[config.mk]
export PLATFORM = sky130hd
export DESIGN_NAME = montgomery_convert
export DESIGN_NICKNAME = d
export VERILOG_FILES = /design/src/rtl/montgomery_convert.sv
export SDC_FILE = /design/constraint.sdc
export NUM_CORES = 1
export LEC_CHECK = 0
export ABC_AREA = 0
export BUFFER_PORTS_ARGS = -buffer_cell sky130_fd_sc_hd__buf_2
export CAP_MARGIN = 30
export CORE_AREA = 8 8 516 518
export DETAILED_ROUTE_END_ITERATION = 8
export DIE_AREA = 0 0 524 526
export HOLD_SLACK_MARGIN = 0.05
export PLACE_DENSITY = 0.32
export SYNTH_ARGS = -nofsm -noshare
export SYNTH_HDL_FRONTEND = slang
export SYNTH_SLANG_ARGS = --single-unit
[constraint.sdc]
create_clock -name i_clk -period 5 [get_ports i_clk]
set_input_delay 0.5 -clock i_clk [delete_from_list [all_inputs] [get_ports i_clk]]
set_output_delay 0.5 -clock i_clk [all_outputs]
set_load 0.03 [all_outputs]
[src/rtl/montgomery_convert.sv]
// Montgomery-form converter: issues {R2 or 1, x} requests to the shared multiplier and
// re-attaches caller ctl/dir/err to the in-order results via a credit-limited tag FIFO.
module montgomery_convert #(
  parameter int                  DAT_BITS = 256,
  parameter int                  CTL_BITS = 8,
  parameter int                  MAX_OUT  = 8,
  parameter logic [DAT_BITS-1:0] P        = 256'h30644e72e131a029b85045b68181585d97816a916871ca8d3c208c16d87cfd47,
  parameter logic [DAT_BITS-1:0] R2       = 256'h06d89f71cab8351f47ab1eff0a417ff6b5e71911d44501fbf32cfc5b538afa89
) (
  input  logic                  i_clk,
  input  logic                  i_rst_n,
  input  logic                  i_val,
  input  logic [DAT_BITS-1:0]   i_dat,
  input  logic                  i_dir,
  input  logic [CTL_BITS-1:0]   i_ctl,
  output logic                  o_rdy,
  output logic                  o_mul_val,
  output logic [2*DAT_BITS-1:0] o_mul_dat,
  output logic [CTL_BITS-1:0]   o_mul_ctl,
  input  logic                  i_mul_rdy,
  input  logic                  i_res_val,
  input  logic [DAT_BITS-1:0]   i_res_dat,
  input  logic [CTL_BITS-1:0]   i_res_ctl,
  output logic                  o_res_rdy,
  output logic                  o_val,
  output logic [DAT_BITS-1:0]   o_dat,
  output logic [CTL_BITS-1:0]   o_ctl,
  output logic                  o_dir,
  output logic                  o_err,
  input  logic                  i_rdy
);

  localparam int PTR_BITS = (MAX_OUT > 1) ? $clog2(MAX_OUT) : 1;
  localparam int CNT_BITS = PTR_BITS + 1;
  localparam int CTX_BITS = CTL_BITS + 2;

  logic [PTR_BITS-1:0] wr_ptr_reg;
  logic [PTR_BITS-1:0] rd_ptr_reg;
  logic [CNT_BITS-1:0] cnt_reg;
  logic [CNT_BITS-1:0] cnt_next;
  logic [CTX_BITS-1:0] ctx_mem [MAX_OUT];
  logic [CTX_BITS-1:0] ctx_rd;

  logic accept;
  logic deliver;
  logic res_fire;
  logic res_ok;
  logic res_bad;
  logic pending;
  logic tag_mismatch;

  assign o_rdy     = (cnt_reg < CNT_BITS'(MAX_OUT)) && (!o_mul_val || i_mul_rdy);
  assign o_res_rdy = !o_val || i_rdy;

  assign accept   = i_val && o_rdy;
  assign deliver  = o_val && i_rdy;
  assign res_fire = i_res_val && o_res_rdy;

  // cnt also covers the result sitting in the output register, so a response is only
  // legitimate while some slot beyond that one is still waiting on the multiplier.
  assign pending      = (cnt_reg != CNT_BITS'(o_val));
  assign res_ok       = res_fire && pending;
  assign res_bad      = res_fire && !pending;
  assign ctx_rd       = ctx_mem[rd_ptr_reg];
  assign tag_mismatch = (i_res_ctl[PTR_BITS-1:0] != rd_ptr_reg);

  always_ff @(posedge i_clk) begin
    if (accept) begin
      ctx_mem[wr_ptr_reg] <= {i_ctl, i_dir, (i_dat >= P)};
    end
  end

  always_comb begin
    cnt_next = cnt_reg;
    case ({accept, deliver})
      2'b10:   cnt_next = cnt_reg + 1'b1;
      2'b01:   cnt_next = cnt_reg - 1'b1;
      default: cnt_next = cnt_reg;
    endcase
  end

  always_ff @(posedge i_clk or negedge i_rst_n) begin
    if (!i_rst_n) begin
      wr_ptr_reg <= '0;
      rd_ptr_reg <= '0;
      cnt_reg    <= '0;
    end else begin
      cnt_reg <= cnt_next;
      if (accept) wr_ptr_reg <= wr_ptr_reg + 1'b1;
      if (res_ok) rd_ptr_reg <= rd_ptr_reg + 1'b1;
    end
  end

  // Request register holds steady under multiplier backpressure; o_rdy guarantees an
  // accept never overwrites a request that has not been taken.
  always_ff @(posedge i_clk or negedge i_rst_n) begin
    if (!i_rst_n) begin
      o_mul_val <= 1'b0;
      o_mul_dat <= '0;
      o_mul_ctl <= '0;
    end else if (accept) begin
      o_mul_val <= 1'b1;
      o_mul_dat <= {(i_dir ? DAT_BITS'(1) : R2), i_dat};
      o_mul_ctl <= CTL_BITS'(wr_ptr_reg);
    end else if (i_mul_rdy) begin
      o_mul_val <= 1'b0;
    end
  end

  always_ff @(posedge i_clk or negedge i_rst_n) begin
    if (!i_rst_n) begin
      o_val <= 1'b0;
      o_dat <= '0;
      o_ctl <= '0;
      o_dir <= 1'b0;
      o_err <= 1'b0;
    end else if (res_ok) begin
      o_val <= 1'b1;
      o_dat <= i_res_dat;
      o_ctl <= ctx_rd[CTX_BITS-1:2];
      o_dir <= ctx_rd[1];
      o_err <= ctx_rd[0] || tag_mismatch;
    end else if (res_bad) begin
      // Stray response: dropped, flagged with a one-cycle o_err pulse.
      o_val <= 1'b0;
      o_err <= 1'b1;
    end else if (o_res_rdy) begin
      o_val <= 1'b0;
      o_err <= 1'b0;
    end
  end

endmodule

* After elaboration in Yosys (flattened, before gate mapping)
Memories as Yosys holds them, arrays and structs flattened.
Cells that the tools add are included.
** Storage, ports and cells
- Register bits :: 793
- Latch bits :: 0
- RAM bits :: 80
- Memory bits (read-only) :: 0
- Output and inout port bits :: 790
- Memories :: 1
** Memories
- ctx_mem :: depth 8, bits a word 10, rd ports 1, clocked after Yosys merged registers in 0, wr ports 1, line 41 : logic [CTX_BITS-1:0] ctx_mem [MAX_OUT];
** Cells by class
- Add/subtract/negate cells :: 4
- $mul :: 0
- Divide/modulo/power cells :: 0
- $lt $le $gt $ge :: 2
- Equal/unequal tests :: 4
- Shift operators :: 0
- Mux-type cells :: 11
- Bitwise operators :: 0
- Reductions and logical operators :: 15
** Operator list (count)
- $ge 256x254->1 const B :: 1
- $mux 251 :: 1
- $mux 1 :: 9
- $pmux 4 s2 :: 1
- $add 3x1->3 const B :: 2
- $logic_and 1x1->1 :: 6
- $add 4x1->4 const B :: 1
- $lt 4x4->1 const B :: 1
- $ne 4x1->1 :: 1
- $reduce_bool 2->1 :: 2
- $sub 4x1->4 const B :: 1
- $logic_not 1->1 :: 3
- $logic_or 1x1->1 :: 3
- $ne 3x3->1 :: 1
- $reduce_bool 3->1 :: 1
- $eq 2x1->1 const B :: 1
- $eq 2x2->1 const B :: 1

* Depth between registers and ports, before layout
- Depth after elaboration :: 6
- Mapped depth :: 14
- Mapped depth without buffers :: 11

* Worst setup path after synthesis
No wires, ideal clock.
- Path type :: flip-flop to output port
- Start :: register o_mul_dat[505] (netlist name)
- End :: output port o_mul_dat[263]
- Arrival :: 2978 ps
- Path slack :: 1522 ps
- Stages on the path, launching flop included :: 2
- Path buffers :: 1
- Cells stage by stage :: dfrtp_1 buf_4
** RTL lines
- end: declaration :: line 18 : output logic [2*DAT_BITS-1:0] o_mul_dat,

* Final worst setup path
- Start :: input port i_dat[25]
- End :: memory ctx_mem[3][0] (netlist bit) (data pin)
** Between the ends
- Word-level cells in the longest chain between the ends :: 1
** RTL lines
- start: declaration :: line 13 : input logic [DAT_BITS-1:0] i_dat,
- $ge 256x254->1 :: line 69 : ctx_mem[wr_ptr_reg] <= {i_ctl, i_dir, (i_dat >= P)};
- end: declaration :: line 41
No other way between the ends.

==> flow_summary.yaml <==
run_status:
  status: "completed"
sta:
  rsz0062_at_grt: "no"
  final.period_utilization: 0.804
  setup_viol: 0
  slew_headroom: 0.293
  hold_viol_final: 0
  setup_slack_ns: 0.982
  fin_crit_ns: 4.02
  fin_tns_setup_ns: 0
  slew_violations: 0
  fmaxAchievable_mhz: 249
  clock_skew_ns: 0.0405
  tightest_slew_ns: 1.06
detailed_routing:
  detail-route-antenna-nets: 0
  drt_pass1_iterations: 5
  wire_per_inst_microns: 20.0
  wl_microns: 158000
  num_vias: 24853
  drc: 0
  drt_iter0_drc: 988
  vias_per_cell: 3.15
clock_network:
  h-tree-depth: 3
  cts_setup_buffers: 0
  clkSlewWorstSetupHoldPaths_ns: 0.06
  cts.sink_count: 619
  clock_latency_ns: 0.71
  cts_tree: "built"
  cts_root_buf: "clkbuf_16"
  post_cts_resized: 0
  cts_buffer_depth: 3
  cts_inserted_buffers: 87
critical_path:
  endpoint_kind: "register"
  r2r_start: "cnt_reg[3]"
  r2r-end: "cnt_reg[3]"
  worstSetupStartpoint: "i_dat[25]"
  cp.required_ns: 5.34
  ff2ff_setup_slack_ns: 2.21
  r2r_cells: 10
  arrival_ns: 4.35
  critical_path_class: "in2reg"
  cp_max_fo: 8
  crit_path_start_kind: "primary input"
final_layout:
  final_common_cell: "nand2_1"
  largest_register_ff_count: 258
  fin_cells: 7889
  finalNetCount: 4944
  syn_to_final_growth_pct: 63.6
  final_layout_size_suffix_gt1_frac: 0.317
  reg_top3: "o_mul_dat x258, o_dat x256, ctx_mem x80"
  stdcell_area_sq_um: 43100
  largest-register: "o_mul_dat"
  final_cell_mix: "1576 x nand2_1, 1195 x buf_2, 537 x dfrtp_1, 488 x dlygate4sd3_1, 123 x conb_1"
global_routing:
  grt_pass1_vias: 26807
  grt_max_degree: 171
  gr-usage-all-layers: 0.109
  grt-ovfl-total: 0
  grt_pass1_wl_microns: 214000
  antenna_found_initial: 35
synthesis:
  ys_seq_elements: 619
  synth.largest_area_cell: "dfrtp_1"
  synth-edff-count: 80
  ys.flop_type: "dfrtp_1"
  yosys-top-cells-area: "dfrtp_1 51%, nand2_1 22%, edfxtp_1 9.1%"
  ys_seq_area_frac: 0.603
  synth_area_per_cell_sq_um: 9.25
  synthCells: 2850
  synth_top_area_frac: 0.512
  yosysWarningCount: 0
  synth_area_sq_um: 26300
  async_reset_ff_frac: 0.871
  netlist-cell-type-count: 60
placed_design:
  placed_cells: 7228
  place_worst_setup_slack_ns: 0.694
  dpl_cell_area_sq_um: 35200
  hpwl_microns: 127000
  routabilityCongestion: 0.874
  numPortBuffers: 1196
flow_run:
  cap_viol_max_count: 0
pwr:
  leakage_uw: 0.0217
  ir_drop_v: 0.000323
  powerDensity_nw_per_um2: 685
hold_path:
  hold_class: "in2reg"
  min_path_cells: 3
  hold_end: "o_dat[9]"
  hold_path.startpoint: "i_res_dat[9]"
floorplanning:
  initial_core_util: 0.102
  dieWidth_microns: 524
  die_area_sq_um: 276000
  coreArea_sq_um: 258000
  fp.dieH_microns: 526
  ios: 1325
  rows: 187
==> through the flow <==
stage / util / total power, uW / hold slack (ns)
after CTS: 0.167 / 30400 / 0.0519
after floorplan: - / 17800 / 0.204
final: 0.167 / 29500 / 0.104
after detailed placement: 0.136 / 23200 / 0.456
after global placement: 0.136 / 23100 / 0.451
after global routing: 0.167 / 31500 / 0.0708
==> kinds of logic after synthesis <==
family / share of synthesized area
mux: 0.0205
other cells: 0.000142
compound gates: 0.0211
buf+inv: 0.0937
fa+ha+maj: 0.00313
flops: 0.603
simple gates: 0.255
xor+xnor: 0.00366
==> where the power goes <==
part / switching [uW] / internal [uW]
sequential: 1310 / 7300
combinational: 10800 / 3490
clock: 2660 / 3950
==> critical path: stages <==
cell and delay, ns:
dlygate4sd3_1 0.60, buf_2 0.16, nor3_1 0.68, o311ai_0 0.30, a32oi_1 0.31, a211o_1 0.32
a41oi_2 0.33, o311ai_2 0.67, nand2_1 0.45
==> synthesized netlist by cell type (6+ instances only) <==
| library cell | count |
|---|---|
| a21oi_1 | 11 |
| o211ai_1 | 6 |
| inv_1 | 11 |
| a21o_1 | 7 |
| nand2_1 | 1576 |
| clkbuf_1 | 120 |
| edfxtp_1 | 80 |
| nand4_1 | 12 |
| mux2i_1 | 9 |
| buf_4 | 259 |
| o21ai_0 | 24 |
| nand3_1 | 20 |
| dfrtp_1 | 539 |
| nor3_1 | 20 |
| xnor2_1 | 8 |
| mux4_2 | 20 |
| or4_1 | 7 |
| nor2_1 | 19 |
| nor4_1 | 16 |
==> cell type report <==
class	instances	area (sq um)
clock inverter	46	631
timing repair buffer	1728	11300
multi-input combinational	1955	8540
antenna	14	35.0
clock buffer	113	2380
tap	3402	4260
sequential	619	15900
inverter	12	52.6
fill	29194	215000
==> timing repair <==
action,in CTS,in global routing
hold buffers,488,0
endpoints found under the setup margin,0,0
hold endpoints to repair,610,0
==> metal layers <==
layer | routed length [microns] | global-route usage
met4 | 7860 | 0.0523
met2 | 76000 | 0.189
met3 | 17600 | 0.0492
met1 | 56400 | 0.112
met5 | 108 | 0
==> worst max-delay path by stage <==
stage                      to  slack (ns)  cells after the start
6_report        ctx_mem[3][0]        0.98                      9
5_1_grt         ctx_mem[3][0]        0.80                      9
4_1_cts         ctx_mem[3][0]        0.90                      9
3_5_place_dp    ctx_mem[1][0]        0.69                      8
3_3_place_gp    ctx_mem[0][0]        0.73                      8
2_1_floorplan  o_mul_dat[263]        1.52                      1
Note: power is estimated with default switching activity, not from simulation.
